<file path="src/rtl/qrs_pkg.sv">
// Shared constants and helpers for the QRS adaptive-threshold generator.
// The per-scale datapath is built on the mag_t magnitude type defined here.
package qrs_pkg;

  localparam int NUM_SCALES = 4;
  localparam int COEF_W     = 16;
  localparam int MPAVG_W    = 32;

  typedef logic [COEF_W-1:0] mag_t;

  // |x| with the single unrepresentable case (most negative value) clamped to the largest positive
  function automatic mag_t sat_abs16(input logic signed [COEF_W-1:0] x);
    mag_t r;
    r = mag_t'(x);
    if (x[COEF_W-1]) begin
      if (x == {1'b1, {(COEF_W-1){1'b0}}}) r = {1'b0, {(COEF_W-1){1'b1}}};
      else                                 r = mag_t'(-x);
    end
    return r;
  endfunction

endpackage

</file>
<file path="src/rtl/qrs_threshold_gen_if.sv">
// Bus between the wavelet filter bank (detail samples in) and the comparator (thresholds out).
// The master modport drives samples; the slave modport is the threshold generator.
interface qrs_threshold_gen_if;
  import qrs_pkg::*;

  logic                      sample_valid;
  logic signed [COEF_W-1:0]  d1, d2, d3, d4;
  logic                      win_restart;
  logic [COEF_W-1:0]         Vt1, Vt2, Vt3, Vt4;
  logic [MPAVG_W-1:0]        MPavg;
  logic                      thr_valid;

  modport master (
    output sample_valid, d1, d2, d3, d4, win_restart,
    input  Vt1, Vt2, Vt3, Vt4, MPavg, thr_valid
  );

  modport slave (
    input  sample_valid, d1, d2, d3, d4, win_restart,
    output Vt1, Vt2, Vt3, Vt4, MPavg, thr_valid
  );

endinterface

</file>
<file path="src/rtl/qrs_peak_history.sv">
// Ring buffer of per-window peaks for one scale, with a running sum kept alongside.
// sum_next is the sum as it will be after a push of din, so the caller can register Vt in the same edge.
module qrs_peak_history
  import qrs_pkg::*;
#(
  parameter int                HIST_DEPTH = 8,
  parameter logic [COEF_W-1:0] INIT_PEAK  = 16'h0040
) (
  input  logic                                   clk,
  input  logic                                   rst_n,
  input  logic                                   push,
  input  mag_t                                   din,
  output logic [COEF_W+$clog2(HIST_DEPTH)-1:0]   sum_next
);

  localparam int HIST_W = $clog2(HIST_DEPTH);
  localparam int SUM_W  = COEF_W + HIST_W;

  mag_t              ring [HIST_DEPTH];
  logic [HIST_W-1:0] wptr;
  logic [SUM_W-1:0]  sum;

  // The entry under wptr is always the oldest, so it is the one leaving the sum
  assign sum_next = sum + SUM_W'(din) - SUM_W'(ring[wptr]);

  always_ff @(posedge clk or negedge rst_n) begin
    if (!rst_n) begin
      for (int i = 0; i < HIST_DEPTH; i++) ring[i] <= INIT_PEAK;
      wptr <= '0;
      sum  <= SUM_W'(INIT_PEAK) << HIST_W;
    end else if (push) begin
      ring[wptr] <= din;
      wptr       <= wptr + 1'b1;
      sum        <= sum_next;
    end
  end

endmodule

</file>
<file path="src/rtl/qrs_threshold_gen.sv">
// Adaptive-threshold producer: windows the four wavelet detail scales, tracks per-window peaks,
// and publishes per-scale thresholds plus the window mean of |d2|+|d3|+|d4|.
module qrs_threshold_gen
  import qrs_pkg::*;
#(
  parameter int                WIN_LEN    = 256,
  parameter int                HIST_DEPTH = 8,
  parameter int                THR_SHIFT  = 1,
  parameter logic [COEF_W-1:0] INIT_PEAK  = 16'h0040
) (
  input  logic               clk,
  input  logic               rst_n,
  qrs_threshold_gen_if.slave bus
);

  localparam int CNT_W  = $clog2(WIN_LEN);
  localparam int HIST_W = $clog2(HIST_DEPTH);
  localparam int SUM_W  = COEF_W + HIST_W;
  localparam int ADD_W  = COEF_W + 2;
  localparam int ACC_W  = ADD_W + CNT_W;
  localparam logic [COEF_W-1:0] VT_RESET = INIT_PEAK >> THR_SHIFT;

  logic signed [COEF_W-1:0] d [NUM_SCALES];
  logic                     s1_valid;
  mag_t                     a [NUM_SCALES];
  mag_t                     m [NUM_SCALES];
  mag_t                     m_upd [NUM_SCALES];
  logic [CNT_W-1:0]         cnt;
  logic [ACC_W-1:0]         acc;
  logic [ACC_W-1:0]         acc_upd;
  logic [ADD_W-1:0]         add3;
  logic                     s2_take;
  logic                     window_close;
  logic [SUM_W-1:0]         sum_next [NUM_SCALES];
  mag_t                     vt_q [NUM_SCALES];
  logic [MPAVG_W-1:0]       mpavg_q;
  logic                     commit_q;

  assign d[0] = bus.d1;
  assign d[1] = bus.d2;
  assign d[2] = bus.d3;
  assign d[3] = bus.d4;

  always_ff @(posedge clk or negedge rst_n) begin
    if (!rst_n) begin
      s1_valid <= 1'b0;
      for (int k = 0; k < NUM_SCALES; k++) a[k] <= '0;
    end else begin
      s1_valid <= bus.sample_valid;
      if (bus.sample_valid) begin
        for (int k = 0; k < NUM_SCALES; k++) a[k] <= sat_abs16(d[k]);
      end
    end
  end

  // A restart drops whatever sits in stage 1; a sample arriving with the restart is kept as sample 0
  always_comb begin
    s2_take      = s1_valid && !bus.win_restart;
    window_close = s2_take && (cnt == CNT_W'(WIN_LEN - 1));
    for (int k = 0; k < NUM_SCALES; k++) m_upd[k] = (a[k] > m[k]) ? a[k] : m[k];
    add3    = ADD_W'(a[1]) + ADD_W'(a[2]) + ADD_W'(a[3]);
    acc_upd = acc + ACC_W'(add3);
  end

  always_ff @(posedge clk or negedge rst_n) begin
    if (!rst_n) begin
      cnt <= '0;
      acc <= '0;
      for (int k = 0; k < NUM_SCALES; k++) m[k] <= '0;
    end else if (bus.win_restart || window_close) begin
      cnt <= '0;
      acc <= '0;
      for (int k = 0; k < NUM_SCALES; k++) m[k] <= '0;
    end else if (s2_take) begin
      cnt <= cnt + 1'b1;
      acc <= acc_upd;
      for (int k = 0; k < NUM_SCALES; k++) m[k] <= m_upd[k];
    end
  end

  for (genvar k = 0; k < NUM_SCALES; k++) begin : g_hist
    qrs_peak_history #(
      .HIST_DEPTH (HIST_DEPTH),
      .INIT_PEAK  (INIT_PEAK)
    ) u_hist (
      .clk      (clk),
      .rst_n    (rst_n),
      .push     (window_close),
      .din      (m_upd[k]),
      .sum_next (sum_next[k])
    );
  end

  // Outputs load on the edge that absorbs the final sample, so the commit cycle already shows them
  always_ff @(posedge clk or negedge rst_n) begin
    if (!rst_n) begin
      commit_q <= 1'b0;
      mpavg_q  <= '0;
      for (int k = 0; k < NUM_SCALES; k++) vt_q[k] <= VT_RESET;
    end else begin
      commit_q <= window_close;
      if (window_close) begin
        mpavg_q <= MPAVG_W'(acc_upd >> CNT_W);
        for (int k = 0; k < NUM_SCALES; k++) vt_q[k] <= COEF_W'((sum_next[k] >> HIST_W) >> THR_SHIFT);
      end
    end
  end

  assign bus.Vt1       = vt_q[0];
  assign bus.Vt2       = vt_q[1];
  assign bus.Vt3       = vt_q[2];
  assign bus.Vt4       = vt_q[3];
  assign bus.MPavg     = mpavg_q;
  assign bus.thr_valid = commit_q;

endmodule

</file>
<file path="src/flat_wrapper.sv">
// flat-port wrapper written by rule: the top's interface ports become plain ports
module qrs_threshold_gen_flat import qrs_pkg::*;
#(
  parameter int                WIN_LEN    = 256,
  parameter int                HIST_DEPTH = 8,
  parameter int                THR_SHIFT  = 1,
  parameter logic [COEF_W-1:0] INIT_PEAK  = 16'h0040
)
  (clk, rst_n, bus_sample_valid, bus_d1, bus_d2, bus_d3, bus_d4, bus_win_restart, bus_Vt1, bus_Vt2, bus_Vt3, bus_Vt4, bus_MPavg, bus_thr_valid);
  qrs_threshold_gen_if bus_i ();
  input  logic clk;
  input  logic rst_n;
  input wire logic [$bits(bus_i.sample_valid)-1:0] bus_sample_valid;
  input wire logic [$bits(bus_i.d1)-1:0] bus_d1;
  input wire logic [$bits(bus_i.d2)-1:0] bus_d2;
  input wire logic [$bits(bus_i.d3)-1:0] bus_d3;
  input wire logic [$bits(bus_i.d4)-1:0] bus_d4;
  input wire logic [$bits(bus_i.win_restart)-1:0] bus_win_restart;
  output wire logic [$bits(bus_i.Vt1)-1:0] bus_Vt1;
  output wire logic [$bits(bus_i.Vt2)-1:0] bus_Vt2;
  output wire logic [$bits(bus_i.Vt3)-1:0] bus_Vt3;
  output wire logic [$bits(bus_i.Vt4)-1:0] bus_Vt4;
  output wire logic [$bits(bus_i.MPavg)-1:0] bus_MPavg;
  output wire logic [$bits(bus_i.thr_valid)-1:0] bus_thr_valid;
  assign bus_i.sample_valid = bus_sample_valid;
  assign bus_i.d1 = bus_d1;
  assign bus_i.d2 = bus_d2;
  assign bus_i.d3 = bus_d3;
  assign bus_i.d4 = bus_d4;
  assign bus_i.win_restart = bus_win_restart;
  assign bus_Vt1 = bus_i.Vt1;
  assign bus_Vt2 = bus_i.Vt2;
  assign bus_Vt3 = bus_i.Vt3;
  assign bus_Vt4 = bus_i.Vt4;
  assign bus_MPavg = bus_i.MPavg;
  assign bus_thr_valid = bus_i.thr_valid;
  qrs_threshold_gen #(.WIN_LEN(WIN_LEN), .HIST_DEPTH(HIST_DEPTH), .THR_SHIFT(THR_SHIFT), .INIT_PEAK(INIT_PEAK)) u_core (.clk(clk), .rst_n(rst_n), .bus(bus_i));
endmodule
</file>
<file path="config.mk">
export PLATFORM = sky130hd
export DESIGN_NAME = qrs_threshold_gen_flat
export DESIGN_NICKNAME = d
export VERILOG_FILES = /design/src/rtl/qrs_pkg.sv /design/src/rtl/qrs_threshold_gen_if.sv /design/src/rtl/qrs_peak_history.sv /design/src/rtl/qrs_threshold_gen.sv /design/src/flat_wrapper.sv
export SDC_FILE = /design/constraint.sdc
export NUM_CORES = 2
export LEC_CHECK = 0
export CAP_MARGIN = 20
export CORE_MARGIN = 8
export CORE_UTILIZATION = 34
export CTS_BUF_LIST = sky130_fd_sc_hd__clkbuf_4 sky130_fd_sc_hd__clkbuf_8
export CTS_CLUSTER_DIAMETER = 80
export DETAILED_ROUTE_END_ITERATION = 7
export SLEW_MARGIN = 20
export SYNTH_ARGS = -nofsm -noshare
export SYNTH_HDL_FRONTEND = slang
export SYNTH_HIERARCHICAL = 1
export SYNTH_SLANG_ARGS = --single-unit
</file>
<file path="constraint.sdc">
create_clock -name clk -period 4.6 [get_ports clk]
set_input_delay 0.92 -clock clk [delete_from_list [all_inputs] [get_ports clk]]
set_output_delay 0.92 -clock clk [all_outputs]
set_load 0.01 [all_outputs]
</file>
==> flow_metrics.tcl <==
set metrics [dict create \
    cp_data_required_time_ns 5.30 \
    vdd.ir_drop.worst_mv 0.266 \
    drcViolationCount 0 \
    cts_buffers 150 \
    grt-ovfl-total 0 \
    first_pass_iters 5 \
    clockBufferDepth 3 \
    crit_chain "inv_2, ha_4, nor2b_4, o211ai_1, a21oi_2, a211oi_2, a21oi_4, buf_12, buf_8, buf_4, o21ai_4, inv_2, fa_1, inv_2, ha_4, a21o_1, a221oi_2, buf_4, o21a_4, a21oi_2, or3_4, and2_4, nand2_1, nand2_1" \
    finalHoldViolCount 0 \
    setup_viol 0 \
    avgSynthCellArea_um2 10.8 \
    fin_crit_sh_pct 99.1 \
    fin_setup_tns_ns 0 \
    fmax_ghz 0.219 \
    nets 5370 \
    post-route-cell-area_mm2 0.0596 \
    critPathLaunch "u_core/m[49]" \
    grt_pass1_vias 35700 \
    gr-usage-all-layers_pct 16.8 \
    path_buf_inv 7 \
    drv_cap 0 \
    ios 165 \
    worst_pin_slew_ns 0.819 \
    met1Wirelength_um 59200 \
    cp_num_cells 24 \
    relSlewSlack_pct 45.4 \
    grt_max_degree 93 \
    cts_hold_buf 0 \
    status "complete, no violations" \
    cp_slowest_cell "fa_1" \
    cts_root_buf "clkbuf_8" \
    cts_sinks 842 \
    reg2reg_depth 24 \
    syn_area_mm2 0.0467 \
    fp.dieW_um 387 \
    cts.htree.levels 4 \
    r2r-end "u_core/bus.Vt1[12]" \
    place_congestion 0.848 \
    fillers 12700 \
    grt_pass1_wl_um 204000 \
    critPathLaunchType "flip-flop" \
    wl_met3_um 6200 \
    drt-initial-drc-count 1963 \
    criticalPathCategory "reg -> reg" \
    cp_data_arrival_time_ns 5.26 \
    die_y_um 387 \
    drive_above_1_share_pct 35.7 \
    port_buffers 146 \
    final.min_clock_period_ns 4.56 \
    yosys_warnings 6 \
    slew_violations 0 \
    r2r_slack_ns 0.04 \
    start_util_pct 34.1 \
    max_stage_delay_ns 0.56 \
    cp_max_fo 6 \
    antenna_found_initial 5 \
    min_path_type "in -> async" \
    reg2reg_from "u_core/m[49]" \
    critical_path.endpoint_type "flip-flop" \
    clock_skew_ns 0.0418 \
    rsz0062_at_grt "yes" \
    hpwl_um 92900 \
    syn_to_final_growth_pct 27.6 \
    synthesis.instances 4326 \
    rows 136 \
    leakagePower_uw 0.0274 \
    power_density_mw_per_mm2 409 \
    ant_nets 0 \
    cts_tree "built" \
    finalWirelength_um 129000 \
    die_area_mm2 0.150 \
    num_vias 34600 \
    path_common_cell "inv_2" \
    insertion_delay_ns 0.82 \
    core_area_mm2 0.137 \
    viasPerCell 4.99 \
    wl_met2_um 60900 \
    clk_pin_slew_ns 0.06 \
    cp_top_family "compound AO/OA/AOI/OAI gates" \
    dpl_cell_area_mm2 0.0537 \
    highest_layer "met5" \
    wl_per_cell_um 18.6 \
]
## worst register-to-register path, cell delays in order (launching register included)
cell,delay [ns]
dfrtp_1,0.39
inv_2,0.08
ha_4,0.20
nor2b_4,0.12
o211ai_1,0.24
a21oi_2,0.09
a211oi_2,0.27
a21oi_4,0.09
buf_12,0.16
buf_8,0.12
buf_4,0.13
o21ai_4,0.19
inv_2,0.09
fa_1,0.56
inv_2,0.05
ha_4,0.23
a21o_1,0.20
a221oi_2,0.23
buf_4,0.17
o21a_4,0.15
a21oi_2,0.06
or3_4,0.36
and2_4,0.16
nand2_1,0.05
nand2_1,0.05
## through the flow
stage | setup WS (ns) | cells | util [%] | power (µW) | hold WS [ns]
4_1_cts | -0.00644 | 6867 | 42.1 | 23600 | 0.0964
5_1_grt | -0.109 | 6939 | 43.5 | 25800 | 0.145
3_5_place_dp | -0.648 | 6581 | 39.2 | 15600 | 0.453
3_3_place_gp | -0.570 | 6581 | 39.2 | 15500 | 0.447
2_1_floorplan | -0.0254 | 4343 | - | 12300 | 0.445
6_report | 0.0402 | 6941 | 43.5 | 24400 | 0.143
## state kept, by name (all words and copies together), names as in the netlist
register,flops
u_core/bus.Vt1,15
u_core/s1_valid,1
u_core/a,64
u_core/g_hist.u_hist/sum,76
u_core/acc,26
u_core/g_hist.u_hist/wptr,12
u_core/bus.Vt3,15
u_core/g_hist.u_hist/ring,512
u_core/bus.Vt2,15
u_core/bus.MPavg,18
u_core/cnt,8
u_core/m,64
u_core/bus.thr_valid,1
u_core/bus.Vt4,15
## worst max path at each step
stage | to
after floorplan | u_core/bus.Vt1[12]
after global placement | u_core/bus.Vt3[13]
after detailed placement | u_core/bus.Vt3[13]
after CTS | u_core/g_hist[2].u_hist/sum[12]
after global routing | u_core/bus.Vt3[12]
final | u_core/bus.Vt1[12]
## report_power, final
part           internal (µW)  leakage, µW  switching [µW]  total [µW]
clock network           4250      0.00168            3150        7400
registers               7610       0.0113             130        7740
logic                   4310       0.0144            4930        9240
## placed cells by master (no fill, tap or decap), types with 26 or more instances in the layout
cell	count
a21oi_1	72
buf_6	26
fa_1	90
a21o_1	55
clkbuf_8	190
xnor2_1	84
nor2_1	72
ha_4	66
a32o_1	49
dfstp_2	40
ha_1	101
nand2_1	618
mux2_2	382
clkbuf_4	42
nand4_1	48
inv_1	351
xor2_1	49
a21oi_2	32
clkdlybuf4s50_1	144
o21ai_1	47
buf_4	589
inv_2	75
mux4_2	128
nand3_1	32
o21ai_0	396
dfrtp_1	798
## per-layer routing
layer  up-vias  track usage (%)
met3       191             3.34
li1      16400                -
met2       620             27.2
met1     17400             23.0
met4         2             4.68
met5         -                0
## what timing repair did
item,in CTS,in global routing
resized for setup,134,302
cloned,4,0
endpoints found under the hold margin,0,0
setup endpoints to repair,87,94
setup buffers,24,72
pin swaps,44,142
## cell type report
class | count | area [µm²] | share of cell area, %
antenna | 3 | 7.51 | 0.0126
clock buffer | 232 | 2930 | 4.92
clock inverter | 26 | 243 | 0.407
inverter | 435 | 1670 | 2.79
multi-input combinational | 2819 | 24600 | 41.3
sequential | 842 | 21100 | 35.4
tap | 1794 | 2240 | 3.77
timing repair buffer | 790 | 6760 | 11.3
Power figures use the tool's default switching activity.
